$ cat src/rtl/voq_bank_if.sv
`default_nettype none
// ============================================================================
// Module   : voq_bank_if
// Purpose  : Enqueue/dequeue bundle between the crossbar, the VOQ bank and the
//            per-port egress schedulers.
// Revision : 1.0 - initial release
// ============================================================================
interface voq_bank_if #(
    parameter int NUM_PORTS  = 4,
    parameter int ADDR_W     = 16,
    parameter int VOQ_DEPTH  = 8,
    parameter int DROP_CNT_W = 16
);
    localparam int OCC_W = $clog2(VOQ_DEPTH + 1);

    logic [NUM_PORTS-1:0]  voq_write_reqs_i;
    logic [ADDR_W-1:0]     voq_start_ptrs_i [NUM_PORTS-1:0];
    logic                  flood_i;
    logic [NUM_PORTS-1:0]  deq_ready_i;
    logic [NUM_PORTS-1:0]  deq_valid_o;
    logic [ADDR_W-1:0]     deq_ptr_o        [NUM_PORTS-1:0];
    logic [NUM_PORTS-1:0]  deq_flood_o;
    logic [OCC_W-1:0]      occupancy_o      [NUM_PORTS-1:0];
    logic [NUM_PORTS-1:0]  drop_o;
    logic [DROP_CNT_W-1:0] drop_cnt_o       [NUM_PORTS-1:0];

    // Crossbar / scheduler side: drives requests and pops, observes queues.
    modport master (
        output voq_write_reqs_i, voq_start_ptrs_i, flood_i, deq_ready_i,
        input  deq_valid_o, deq_ptr_o, deq_flood_o, occupancy_o, drop_o, drop_cnt_o
    );

    // Queue bank side.
    modport slave (
        input  voq_write_reqs_i, voq_start_ptrs_i, flood_i, deq_ready_i,
        output deq_valid_o, deq_ptr_o, deq_flood_o, occupancy_o, drop_o, drop_cnt_o
    );
endinterface
`default_nettype wire

$ cat src/rtl/voq_bank.sv
`default_nettype none
// ============================================================================
// Module   : voq_bank
// Purpose  : Per-egress virtual output queues. Each port owns an independent
//            circular FIFO of {flood, start pointer} descriptors with
//            show-ahead dequeue and saturating drop counting on overflow.
// Revision : 1.0 - initial release
// ============================================================================
module voq_bank #(
    parameter int NUM_PORTS  = 4,
    parameter int ADDR_W     = 16,
    parameter int VOQ_DEPTH  = 8,
    parameter int DROP_CNT_W = 16
) (
    input  wire logic    clk,
    input  wire logic    rst_n,
    voq_bank_if.slave    bus
);
    localparam int PTR_W = $clog2(VOQ_DEPTH);
    localparam int OCC_W = $clog2(VOQ_DEPTH + 1);
    localparam logic [OCC_W-1:0] c_full = OCC_W'(VOQ_DEPTH);

    for (genvar p = 0; p < NUM_PORTS; p++) begin : g_port
        logic [ADDR_W:0]     r_mem [VOQ_DEPTH];
        logic [PTR_W-1:0]    r_wptr;
        logic [PTR_W-1:0]    r_rptr;
        logic [OCC_W-1:0]    r_occ;
        logic                r_drop;
        logic [DROP_CNT_W-1:0] r_dcnt;

        logic w_valid;
        logic w_full;
        logic w_pop;
        logic w_push;
        logic w_drop;
        logic [ADDR_W:0] w_head;

        // Handshake decode: a pop frees a slot in the same edge, so a write at
        // full is accepted when it coincides with a pop.
        always_comb begin
            w_valid = (r_occ != '0);
            w_full  = (r_occ == c_full);
            w_pop   = w_valid && bus.deq_ready_i[p];
            w_push  = bus.voq_write_reqs_i[p] && (!w_full || w_pop);
            w_drop  = bus.voq_write_reqs_i[p] && w_full && !w_pop;
            w_head  = r_mem[r_rptr];
        end

        // Descriptor storage; contents need no reset since occupancy gates use.
        always_ff @(posedge clk) begin
            if (rst_n && w_push) begin
                r_mem[r_wptr] <= {bus.flood_i, bus.voq_start_ptrs_i[p]};
            end
        end

        // Pointers, occupancy and drop accounting.
        always_ff @(posedge clk) begin
            if (!rst_n) begin
                r_wptr <= '0;
                r_rptr <= '0;
                r_occ  <= '0;
                r_drop <= 1'b0;
                r_dcnt <= '0;
            end else begin
                if (w_push) begin
                    r_wptr <= r_wptr + 1'b1;
                end
                if (w_pop) begin
                    r_rptr <= r_rptr + 1'b1;
                end
                if (w_push && !w_pop) begin
                    r_occ <= r_occ + 1'b1;
                end else if (w_pop && !w_push) begin
                    r_occ <= r_occ - 1'b1;
                end
                r_drop <= w_drop;
                if (w_drop && (r_dcnt != '1)) begin
                    r_dcnt <= r_dcnt + 1'b1;
                end
            end
        end

        // Head is forced to zero while empty so it stays stable and matches
        // the post-reset value.
        assign bus.deq_valid_o[p] = w_valid;
        assign bus.deq_ptr_o[p]   = w_valid ? w_head[ADDR_W-1:0] : '0;
        assign bus.deq_flood_o[p] = w_valid ? w_head[ADDR_W] : 1'b0;
        assign bus.occupancy_o[p] = r_occ;
        assign bus.drop_o[p]      = r_drop;
        assign bus.drop_cnt_o[p]  = r_dcnt;
    end
endmodule
`default_nettype wire

$ cat src/flat_wrapper.sv
// flat-port wrapper written by rule: the top's interface ports become plain ports
module voq_bank_flat 
#(
    parameter int NUM_PORTS  = 4,
    parameter int ADDR_W     = 16,
    parameter int VOQ_DEPTH  = 8,
    parameter int DROP_CNT_W = 16
)
  (clk, rst_n, bus_voq_write_reqs_i, bus_voq_start_ptrs_i, bus_flood_i, bus_deq_ready_i, bus_deq_valid_o, bus_deq_ptr_o, bus_deq_flood_o, bus_occupancy_o, bus_drop_o, bus_drop_cnt_o);
  voq_bank_if #(.NUM_PORTS(NUM_PORTS), .ADDR_W(ADDR_W), .VOQ_DEPTH(VOQ_DEPTH), .DROP_CNT_W(DROP_CNT_W)) bus_i ();
  input  wire logic clk;
  input  wire logic rst_n;
  input wire logic [$bits(bus_i.voq_write_reqs_i)-1:0] bus_voq_write_reqs_i;
  input wire logic [$bits(bus_i.voq_start_ptrs_i)-1:0] bus_voq_start_ptrs_i;
  input wire logic [$bits(bus_i.flood_i)-1:0] bus_flood_i;
  input wire logic [$bits(bus_i.deq_ready_i)-1:0] bus_deq_ready_i;
  output wire logic [$bits(bus_i.deq_valid_o)-1:0] bus_deq_valid_o;
  output wire logic [$bits(bus_i.deq_ptr_o)-1:0] bus_deq_ptr_o;
  output wire logic [$bits(bus_i.deq_flood_o)-1:0] bus_deq_flood_o;
  output wire logic [$bits(bus_i.occupancy_o)-1:0] bus_occupancy_o;
  output wire logic [$bits(bus_i.drop_o)-1:0] bus_drop_o;
  output wire logic [$bits(bus_i.drop_cnt_o)-1:0] bus_drop_cnt_o;
  assign bus_i.voq_write_reqs_i = bus_voq_write_reqs_i;
  assign bus_i.voq_start_ptrs_i = {>>{bus_voq_start_ptrs_i}};
  assign bus_i.flood_i = bus_flood_i;
  assign bus_i.deq_ready_i = bus_deq_ready_i;
  assign bus_deq_valid_o = bus_i.deq_valid_o;
  assign bus_deq_ptr_o = {>>{bus_i.deq_ptr_o}};
  assign bus_deq_flood_o = bus_i.deq_flood_o;
  assign bus_occupancy_o = {>>{bus_i.occupancy_o}};
  assign bus_drop_o = bus_i.drop_o;
  assign bus_drop_cnt_o = {>>{bus_i.drop_cnt_o}};
  voq_bank #(.NUM_PORTS(NUM_PORTS), .ADDR_W(ADDR_W), .VOQ_DEPTH(VOQ_DEPTH), .DROP_CNT_W(DROP_CNT_W)) u_core (.clk(clk), .rst_n(rst_n), .bus(bus_i));
endmodule
$ cat config.mk
export PLATFORM = sky130hd
export DESIGN_NAME = voq_bank_flat
export DESIGN_NICKNAME = d
export VERILOG_FILES = /design/src/rtl/voq_bank_if.sv /design/src/rtl/voq_bank.sv /design/src/flat_wrapper.sv
export SDC_FILE = /design/constraint.sdc
export NUM_CORES = 1
export LEC_CHECK = 0
export BUFFER_PORTS_ARGS = -buffer_cell sky130_fd_sc_hd__clkbuf_2
export CORE_UTILIZATION = 30
export DETAILED_ROUTE_END_ITERATION = 10
export GPL_TIMING_DRIVEN = 0
export PLACE_DENSITY = 0.46
export SETUP_SLACK_MARGIN = 0.2
export SLEW_MARGIN = 20
export SYNTH_ARGS = -nofsm -noshare
export SYNTH_HDL_FRONTEND = slang
export SYNTH_SLANG_ARGS = --single-unit
$ cat constraint.sdc
create_clock -name clk -period 4.9 [get_ports clk]
set_input_delay 0.98 -clock clk [delete_from_list [all_inputs] [get_ports clk]]
set_output_delay 0.98 -clock clk [all_outputs]
set_load 0.005 [all_outputs]
# Yosys cells after proc, flatten, opt, wreduce, memory -nomap -nowiden
# Memories as Yosys holds them, arrays and structs flattened. A register that Yosys moved wholly into a read port is not among the register bits.
# Index checks and enable logic that the tools add are counted.
# totals
memories	4
out_inout_bits	156
regBits	108
ramBits	544
# op_classes
eq_ne	8
muxes	32
addsub	20
reduce_logical	56
# mem_list
memory	words	word_bits	read_ports	rd_clocked_by_memory_dff	wr	line_no	source
u_core.g_port[0].r_mem	8	17	1	1	1	voq_bank.sv:24	logic [ADDR_W:0] r_mem [VOQ_DEPTH];
u_core.g_port[1].r_mem	8	17	1	1	1	voq_bank.sv:24	
u_core.g_port[2].r_mem	8	17	1	1	1	voq_bank.sv:24	
u_core.g_port[3].r_mem	8	17	1	1	1	voq_bank.sv:24	
# ops
cell	count
16-bit by 1-bit adder with 16-bit output, second input constant	4
16-bit two-way mux	4
16-bit != test, second input constant	4
1-bit logical AND	32
4-bit two-way mux	8
3-bit by 1-bit adder with 3-bit output, second input constant	8
3-bit two-way mux	8
4-bit by 1-bit adder with 4-bit output, second input constant	4
4-bit == test, second input constant	4
4-bit nonzero test	4
4-bit by 1-bit subtractor with 4-bit output, second input constant	4
1-bit logical NOT	12
1-bit two-way mux	12
2-bit nonzero test	4
1-bit logical OR	4

# Longest topological paths before layout
# Gate-level depths: netlist (run 1).
# logic_depth
word_depth	8
ltp_mapped	12
depth_no_buf	12

# Worst setup path before layout (run 1)
# Ideal clock, no wire load.
# synth_timing
path_kind	input -> register
from	input rst_n
to	memory u_core.g_port[2].r_mem[3][0] in the netlist's numbering, enable pin
stages	4
arrival_ns	3.496
t_required_ns	4.459
setup_slack_ns	0.963
n_path_buf	2
path_cell_list	clkbuf_1 -> clkbuf_1 -> nand2_1 -> nor4b_1
# synth_via
elab_chain_len	3
# synth_lines
element	line_no	source
start, declared	flat_wrapper.sv:12	input wire logic rst_n;
1-bit logical AND	voq_bank.sv:51	if (rst_n && w_push) begin
1-bit two-way mux	voq_bank.sv:51	
1-bit two-way mux (not written as such)	voq_bank.sv:52	r_mem[r_wptr] <= {bus.flood_i, bus.voq_start_ptrs_i[p]};
end, declared	voq_bank.sv:24	
# Every way passes these cells.

# Worst setup path after layout (run 1)
# layout_timing
from	register u_core.g_port[2].r_occ[0]
to	output bus_deq_ptr_o[45]
# layout_via
elab_chain_len	2
# layout_lines
element	line_no	source
start, declared	voq_bank.sv:27	logic [OCC_W-1:0] r_occ;
start signal, assigned	voq_bank.sv:72	r_occ <= r_occ + 1'b1;
start signal, assigned	voq_bank.sv:74	r_occ <= r_occ - 1'b1;
4-bit nonzero test	voq_bank.sv:41	w_valid = (r_occ != '0);
16-bit two-way mux	voq_bank.sv:86	assign bus.deq_ptr_o[p] = w_valid ? w_head[ADDR_W-1:0] : '0;
end, declared	flat_wrapper.sv:18	output wire logic [$bits(bus_i.deq_ptr_o)-1:0] bus_deq_ptr_o;
# Every way passes these cells.

==> impl_metrics.yaml, run 1 <==
pwr:
  power_switching_w: 0.00423
  pwr-share-comb: 0.223
  power_density_nw_per_um2: 483
  intPower_w: 0.0112
  clockPowerShare: 0.356
  p_leak_nw: 10.6
  irDropWorstVdd_uv: 274
  power.share.sequential: 0.421
  p_sw_frac: 0.275
place:
  placedCellCount: 2970
  gp_congestion: 0.775
  dp_hpwl_mm: 43.7
  port-buffer-count: 230
  placed_area_sq_um: 29500
final_layout:
  fin_nets: 1996
  stdcell_count: 3110
  fin_util: 0.367
  drive_above_1_share: 0.298
  post-route-cell-area_sq_um: 31900
  syn_to_final_growth_pct: 21.1
global_route:
  grt_pass1_wl_mm: 97.5
  antenna_found_initial: 1
  busiest_layer: "met2"
  gr-total-overflow: 0
  grt_pass1_vias: 15400
  grt_use_met1: 0.193
  grt_max_degree: 33
  grt_use_met3: 0.0282
  grt_usage: 0.146
  use_met2: 0.244
critical_path:
  crit_path_max_fanout: 10
  worstSetupPathType: "register to output pin"
  arrival_ns: 3.10
  crit_required_ns: 3.92
  cp-start-kind: "register"
  end_kind: "output pin"
  regToRegSetupSlack_ns: 1.30
  reg2reg_to: "u_core.g_port[2].r_occ[3]"
  r2r-start: "u_core.g_port[2].r_occ[0]"
  reg2reg_depth: 12
timing:
  report.final.slew_viol_count: 0
  setup_viol: 0
  min_period_ns: 4.08
  skew_ns: 0.0270
  slew-limit-headroom: 0.300
  holdWs_ns: 0.484
  min_period_over_period: 0.832
  worstMarginPinSlew_ns: 1.05
  rsz0062_at_grt: "no"
  final-hold-violation-count: 0
  fmax_ghz: 0.245
yosys:
  ys_types: 54
  synthFlopType: "edfxtp_1"
  netlist_instances: 1546
  async_flop_share: 0
  synth_edf_count: 544
  ys_seq_area_frac: 0.711
  synth-seq-cells: 664
  syn_nets: 1649
  ys_warn_count: 0
  postSynthAreaPerCell_sq_um: 17.1
  syn_area_sq_um: 26400
cts:
  insertion_delay_ns: 0.61
  h-tree-depth: 3
  numCtsBuffers: 75
  cts_tree: "yes"
  hold_buffers: 0
  root_buffer: "clkbuf_16"
  cts_max_path_buffers: 3
  cts_setup_buffers: 0
  clock_sinks: 664
  cts_resized: 0
  clkTransAtPathRegs_ns: 0.06
run:
  drv_cap: 0
die:
  die_width_microns: 298
  dieArea_sq_um: 89100
  fp.dieH_microns: 298
  start_util: 0.303
  rows: 108
  io_pins: 231
  core_area_sq_um: 86900
route:
  vias: 14700
  wl_mm: 64.9
  vias_per_cell: 4.73
  drc: 0
  routedWlPerCell_microns: 20.9
  drt_iter0_drc: 746
  drtPass1Iterations: 5
  ant_nets: 0
hold_path:
  hold_start: "u_core.g_port[0].r_rptr[1]"
  hold_path_class: "register to register"
  hold_path_depth: 2
status:
  status: "finished clean"
-- state kept, by name (all words and copies together) (netlist names), named ones only --
register / cells
u_core.g_port.r_mem: 544
u_core.g_port.r_dcnt: 64
u_core.g_port.r_occ: 16
u_core.g_port.r_rptr: 12
u_core.g_port.r_wptr: 12
u_core.g_port.r_drop: 4
-- worst max-delay path by stage --
stage                                    from                      endpoint  depth (start not counted)
finish              u_core.g_port[2].r_occ[0]             bus_deq_ptr_o[45]                          5
detailed placement                      rst_n  u_core.g_port[1].r_mem[4][9]                          6
floorplan                               rst_n  u_core.g_port[2].r_mem[3][0]                          4
CTS                 u_core.g_port[2].r_occ[0]             bus_deq_ptr_o[45]                          5
global placement                        rst_n  u_core.g_port[2].r_mem[3][5]                          5
global route        u_core.g_port[2].r_occ[0]             bus_deq_ptr_o[45]                          5
-- power groups by stage --
| stage | logic, W | registers, W | clock network, W |
|---|---|---|---|
| final | 0.00344 | 0.00648 | 0.00549 |
| after global routing | 0.00381 | 0.00651 | 0.00588 |
| after CTS | 0.00356 | 0.00649 | 0.00567 |
| after detailed placement | 0.00355 | 0.00660 | 0 |
| after global placement | 0.00347 | 0.00659 | 0 |
| after floorplan | 0.00224 | 0.00656 | 0 |
-- worst max-delay path: stages, from the launching register on --
cell	delay (ns)
dfxtp_1	0.40
or3_1	0.45
nor2_1	0.80
clkbuf_1	0.53
nor2_1	0.16
clkbuf_2	0.15
-- cells in the mapped netlist, drive strengths merged (5+ instances only) --
library cell | count | area, sq um
inv | 13 | 48.8
nor2 | 177 | 664
nand2 | 56 | 210
dfxtp | 120 | 2400
mux4 | 136 | 3060
and2 | 6 | 37.5
o31ai | 5 | 42.5
or3 | 12 | 75.1
edfxtp | 544 | 16300
o21ai | 20 | 100
and4 | 5 | 43.8
nand3 | 37 | 190
nor4 | 13 | 106
ha | 24 | 300
nor3 | 43 | 220
nand2b | 14 | 87.6
xor2 | 22 | 193
mux2i | 82 | 821
a21oi | 29 | 145
and3 | 11 | 68.8
buf | 32 | 168
xnor2 | 39 | 342
nand4 | 18 | 113
clkbuf | 38 | 143
-- metal layers --
metal  vias up  share of wire
met5         -              0
met3        72          0.048
met1      7562           0.44
li1       6762              -
met2       328           0.49
met4         0          0.018
-- cells in the final DEF (no fill, tap or decap), types with 24 or more instances in the layout --
cell type  count
dfxtp_1      120
mux4_2       136
nor2_1       162
edfxtp_1     544
clkbuf_1      54
mux2i_1       82
xnor2_1       39
nor3_1        27
ha_1          24
a21oi_1       29
clkbuf_16     79
buf_4         31
clkbuf_2     232
nand2_1       56
nand3_1       36
-- layout make-up --
| cell class | count | area (sq um) |
|---|---|---|
| multi-input cells | 799 | 7490 |
| plain buffers | 70 | 313 |
| clock buffers | 99 | 2070 |
| well taps | 1155 | 1450 |
| fillers | 8150 | 55000 |
| diodes | 2 | 5.00 |
| flip-flops and latches | 664 | 18700 |
| inverters | 13 | 48.8 |
| clock inverters | 38 | 359 |
| repair buffers | 270 | 1460 |
-- stage by stage --
step                power, W  setup WS [ns]  setup TNS, ns
CTS                   0.0157          0.645              0
finish                0.0154          0.825              0
global route          0.0162          0.599              0
global placement      0.0101          -2.29        -285.85
detailed placement    0.0102          0.108              0
floorplan            0.00880          0.963              0
-- cells by family (layout without fill, tap and decap cells) --
| logic type | count (synthesis) | count (layout) | share of synthesized area |
|---|---|---|---|
| buffers and inverters | 83 | 490 | 0.0136 |
| xor gates and xnor gates | 61 | 61 | 0.0203 |
| DFF | 664 | 664 | 0.711 |
| and+or+nand+nor | 412 | 412 | 0.0748 |
| muxes | 218 | 218 | 0.147 |
| other | 0 | 2 | 0 |
| adders and majority gates | 28 | 28 | 0.0144 |
| AOI/OAI and AO/OA | 80 | 80 | 0.0189 |
Power figures use the tool's default switching activity.
==> run 2, diff against run 1 <==
Settings changed: PLACE_DENSITY 0.46 to 0.47.
Clock period 4.9 ns to 3.56 ns, I/O delays scaled along.
==> run 2 against run 1 <==
  * Clock-buffer cell count fell by 3
  * Critical endpoint is now bus_deq_ptr_o[12]
  * Total power rose by 39%
  * Worst setup slack got worse by 0.50 ns
  * Final cell count rose by 0.19%
  * Clock power rose by 37%
  * Critical path depth rose by 1
  * Die area did not move
  * First-iteration DRC count fell by 0.94%
  * Sequential power rose by 38%
  * Register-to-register slack got worse by 0.87 ns
  * Routed wire length rose by 1.1%
  * Largest power group unchanged
==> impl_metrics.yaml, run 2 (synthesis results as in run 1) <==
timing:
  worstMarginPinSlew_ns: 1.03
  fmax_ghz: 0.309
  tns_ns: 0
  rsz0062_at_grt: "yes"
  report.final.slew_viol_count: 0
  final-hold-violation-count: 0
  min_period_ns: 3.24
  slew-limit-headroom: 0.315
  min_period_over_period: 0.910
  finalWorstSetupSlack_ns: 0.321
  skew_ns: 0.0244
  setup_viol: 0
route:
  vias: 14700
  drt_iter0_drc: 739
  ant_nets: 0
  routedWlPerCell_microns: 21.1
  drc: 0
  vias_per_cell: 4.72
  wl_mm: 65.6
  drtPass1Iterations: 5
global_route:
  grt_pass1_vias: 15400
  grt_pass1_wl_mm: 98.1
  gr-total-overflow: 0
  antenna_found_initial: 3
  grt_usage: 0.147
  grt_max_degree: 33
cts:
  clkTransAtPathRegs_ns: 0.06
  cts_tree: "yes"
  clock_sinks: 664
  h-tree-depth: 3
  cts_max_path_buffers: 3
  insertion_delay_ns: 0.62
  root_buffer: "clkbuf_16"
  numCtsBuffers: 76
place:
  port-buffer-count: 230
  gp_congestion: 0.762
  placedCellCount: 2975
  post-place-ws_ns: -1.09
  dp_hpwl_mm: 44.5
  placed_area_sq_um: 29600
hold_path:
  hold_start: "bus_voq_start_ptrs_i[34]"
  hold_path_class: "primary input to register"
final_layout:
  post-route-cell-area_sq_um: 32200
  fill_cells: 8211
  fin_util: 0.370
  fin_nets: 2003
  largest_reg_flops: 544
  drive_above_1_share: 0.319
  layout_commonest_cell: "edfxtp_1"
  syn_to_final_growth_pct: 22.1
  top_regs: "u_core.g_port.r_mem x544, u_core.g_port.r_dcnt x64, u_core.g_port.r_occ x16"
  layout_common_cells: "edfxtp_1, clkbuf_2, nor2_1"
  top_register: "u_core.g_port.r_mem"
  stdcell_count: 3116
pwr:
  intPower_w: 0.0155
  power.share.sequential: 0.419
  p_leak_nw: 10.8
  pwr-share-comb: 0.229
  clockPowerShare: 0.353
  power_density_nw_per_um2: 663
  irDropWorstVdd_uv: 390
  power_switching_w: 0.00588
  p_sw_frac: 0.276
die:
  start_util: 0.303
  rows: 108
  die_width_microns: 298
  core_area_sq_um: 86900
  fp.dieH_microns: 298
  dieArea_sq_um: 89100
  io_pins: 231
status:
  status: "finished clean"
critical_path:
  regToRegSetupSlack_ns: 0.43
  end_kind: "output pin"
  cp-start-kind: "register"
  r2r-start: "u_core.g_port[2].r_occ[0]"
  worstSetupPathType: "register to output pin"
  reg2reg_depth: 11
  crit_path_max_fanout: 10
  reg2reg_to: "u_core.g_port[2].r_occ[3]"
  critPathCapture: "bus_deq_ptr_o[12]"
  crit_required_ns: 2.85
  arrival_ns: 2.53
run:
  drv_cap: 0
-- run 2: metrics by stage --
stage / hold slack [ns] / total power [W]
3_5_place_dp: 0.477 / 0.0140
6_report: 0.381 / 0.0213
3_3_place_gp: 0.471 / 0.0138
4_1_cts: 0.330 / 0.0217
2_1_floorplan: 0.454 / 0.0121
5_1_grt: 0.353 / 0.0224
-- run 2: power by group through the flow --
stage          Clock [W]  Combinational [W]  Sequential [W]
6_report         0.00752            0.00488         0.00894
2_1_floorplan          0            0.00308         0.00903
5_1_grt          0.00807            0.00538         0.00897
3_5_place_dp           0            0.00488         0.00909
4_1_cts          0.00775            0.00504         0.00894
3_3_place_gp           0            0.00477         0.00908
-- run 2: layout make-up --
type	count	area (sq um)	area share
multi-input combinational	799	7520	0.234
inverter	13	48.8	0.00152
timing repair buffer	277	1600	0.0497
clock inverter	42	364	0.0113
tap	1155	1450	0.0449
sequential	664	18700	0.582
antenna	1	2.50	0.0000778
clock buffer	96	2050	0.0637
buffer	69	415	0.0129
-- run 2: timing repair --
item / in CTS / in global routing
gates resized for setup: 53 / 10
endpoints found under the setup margin: 125 / 13
hold buffers: 0 / 0
buffers inserted: 3 / 0
cloned: 0 / 0
pin swaps: 1 / 0
-- run 2: critical path: stages (launching register included) --
cell	delay (ns)
dfxtp_1	0.31
clkbuf_1	0.38
buf_2	0.43
mux4_2	0.37
mux2i_1	0.23
nor2_1	0.08
clkbuf_2	0.12
-- run 2: layer usage --
| layer | GRT usage | share of wire |
|---|---|---|
| met2 | 0.244 | 0.49 |
| met3 | 0.0369 | 0.058 |
| met5 | 0 | 0.00038 |
| met1 | 0.190 | 0.44 |
| met4 | 0.0410 | 0.015 |
-- run 2: worst min path at each step --
stage                     depth (start not counted)                           end
final                                             1  u_core.g_port[2].r_mem[4][2]
after global routing                              1  u_core.g_port[2].r_mem[6][8]
after CTS                                         1  u_core.g_port[2].r_mem[6][8]
after detailed placement                          2    u_core.g_port[2].r_rptr[1]
after global placement                            2    u_core.g_port[0].r_rptr[1]
after floorplan                                   2                      register
==> run 3, diff against run 2 <==
==> constraint.sdc (replaced) <==
create_clock -name clk -period 3.56 [get_ports clk]
set_input_delay 0.89 -clock clk [delete_from_list [all_inputs] [get_ports clk]]
set_output_delay 0.89 -clock clk [all_outputs]
set_load 0.005 [all_outputs]
==> run 3 against run 2 <==
  * Clock-buffer cell count stayed put
  * Sequential cell count stayed put
  * Sequential power is essentially flat
  * Combinational power up 3%
  * Global-route usage hardly changed
  * Core utilization grew 0.13 points
  * Die area stayed put
  * Critical path type unchanged
  * Largest power group unchanged
==> impl_metrics.yaml, run 3 (synthesis results as in run 1) <==
status:
  status: "finished clean"
global_route:
  antenna_found_initial: 3
  grt_pass1_vias: 15400
  grt_usage: 0.147
  grt_max_degree: 33
  grt_pass1_wl_mm: 98.1
  gr-total-overflow: 0
final_layout:
  top_register: "u_core.g_port.r_mem"
  layout_common_cells: "edfxtp_1, clkbuf_2, nor2_1"
  fin_nets: 2004
  drive_above_1_share: 0.323
  syn_to_final_growth_pct: 22.5
  largest_reg_flops: 544
  diodes: 0
  top_regs: "u_core.g_port.r_mem x544, u_core.g_port.r_dcnt x64, u_core.g_port.r_occ x16"
  post-route-cell-area_sq_um: 32300
  layout_commonest_cell: "edfxtp_1"
critical_path:
  cp-start-kind: "register"
  end_kind: "output pin"
  worstSetupPathType: "register to output pin"
  max_stage_delay_ns: 0.55
  reg2reg_depth: 11
  arrival_ns: 2.35
  crit_slowest_cell: "clkdlybuf4s15_2"
  crit_path_max_fanout: 10
  path_cells: "buf_2 > clkdlybuf4s15_2 > mux2i_2 > nor2_1 > clkbuf_2"
  cp.buffers_inverters: 3
  cp.depth: 5
  critical-path-top-delay-family: "buffers and inverters"
  crit_required_ns: 2.67
timing:
  skew_ns: 0.0233
  setup_viol: 0
  slew-limit-headroom: 0.328
  rsz0062_at_grt: "yes"
  tns_ns: 0
  min_period_over_period: 0.911
  worstMarginPinSlew_ns: 1.01
  min_period_ns: 3.24
  final-hold-violation-count: 0
  fmax_ghz: 0.308
  report.final.slew_viol_count: 0
cts:
  cts_tree: "yes"
  clkTransAtPathRegs_ns: 0.06
  numCtsBuffers: 76
  cts_max_path_buffers: 3
  h-tree-depth: 3
  insertion_delay_ns: 0.61
  hold_buffers: 0
  root_buffer: "clkbuf_16"
  clock_sinks: 664
route:
  vias_per_cell: 4.72
  routedWlPerCell_microns: 21.0
  ant_nets: 0
  drtPass1Iterations: 5
  drt_iter0_drc: 686
  drc: 0
  vias: 14700
  wl_mm: 65.5
die:
  start_util: 0.303
  rows: 108
  io_pins: 231
  die_width_microns: 298
  core_area_sq_um: 86900
  fp.dieH_microns: 298
  dieArea_sq_um: 89100
hold_path:
  hold_path_class: "register to register"
  hold_path_depth: 2
pwr:
  power_density_nw_per_um2: 665
  p_leak_nw: 10.8
  irDropWorstVdd_uv: 392
place:
  gp_congestion: 0.762
  dp_hpwl_mm: 44.5
  placed_area_sq_um: 29600
  port-buffer-count: 230
run:
  drv_cap: 0
==> run 3: changes by cell type in the layout (fill, tap and decap cells not counted), sizes merged <==
cell    previous run  this run
clkbuf           360       361
diode              1         0
==> run 3: worst reg2reg max path: cells and delay by family, from the launching register on <==
family          cells  cell delay, ns
simple gates        2            0.79
fa+ha+maj           2            0.51
compound gates      4            0.95
buf+inv             2            0.35
xor+xnor            1            0.09
flops               1            0.38
==> run 3: routing by layer <==
layer,wire length (microns),vias up,GRT usage,share of wire
li1,-,6776,-,-
met1,28600,7551,0.190,0.44
met2,32000,300,0.243,0.49
met3,3750,77,0.0369,0.057
met4,1190,4,0.0424,0.018
met5,25,-,0,0.00038
==> run 3: report_power, final <==
part	leakage, nW	total (W)	switching (W)	internal (W)
combinational	3.75	0.00501	0.00259	0.00242
clock	1.20	0.00752	0.00307	0.00445
sequential	5.89	0.00894	0.000226	0.00871
==> run 3: layout make-up <==
| type | instances | area [sq um] |
|---|---|---|
| Buffer | 69 | 513 |
| Clock buffer | 96 | 2050 |
| Clock inverter | 42 | 364 |
| Fill cell | 8200 | 54600 |
| Inverter | 13 | 48.8 |
| Multi-Input combinational cell | 799 | 7530 |
| Sequential cell | 664 | 18700 |
| Tap cell | 1155 | 1450 |
| Timing Repair Buffer | 278 | 1610 |
==> run 3: repair_timing <==
item	4_1_cts	5_1_grt
pin swaps	1	1
endpoints found under the setup margin	285	24
buffers inserted	2	2
resized for setup	83	14
==> run 3: worst paths after layout <==
kind | startpoint | end | slack (ns)
worst max-delay path | register | bus_deq_ptr_o[56] | 0.32
worst min-delay path | u_core.g_port[3].r_rptr[1] | u_core.g_port[3].r_rptr[1] | 0.49
worst max register to register | u_core.g_port[2].r_occ[0] | u_core.g_port[2].r_occ[3] | 0.42
worst min register to register | u_core.g_port[3].r_rptr[1] | u_core.g_port[3].r_rptr[1] | 0.49
==> run 3: per-stage QoR <==
| stage | std cells | util | setup slack (ns) | total power [W] | hold slack (ns) |
|---|---|---|---|---|---|
| 2_1_floorplan | 1546 | - | 0.233 | 0.0121 | 0.454 |
| 3_3_place_gp | 2931 | 0.333 | -2.51 | 0.0138 | 0.471 |
| 3_5_place_dp | 2975 | 0.341 | -1.27 | 0.0140 | 0.477 |
| 4_1_cts | 3114 | 0.371 | 0.204 | 0.0218 | 0.485 |
| 5_1_grt | 3116 | 0.372 | 0.188 | 0.0226 | 0.515 |
| 6_report | 3116 | 0.372 | 0.315 | 0.0215 | 0.485 |
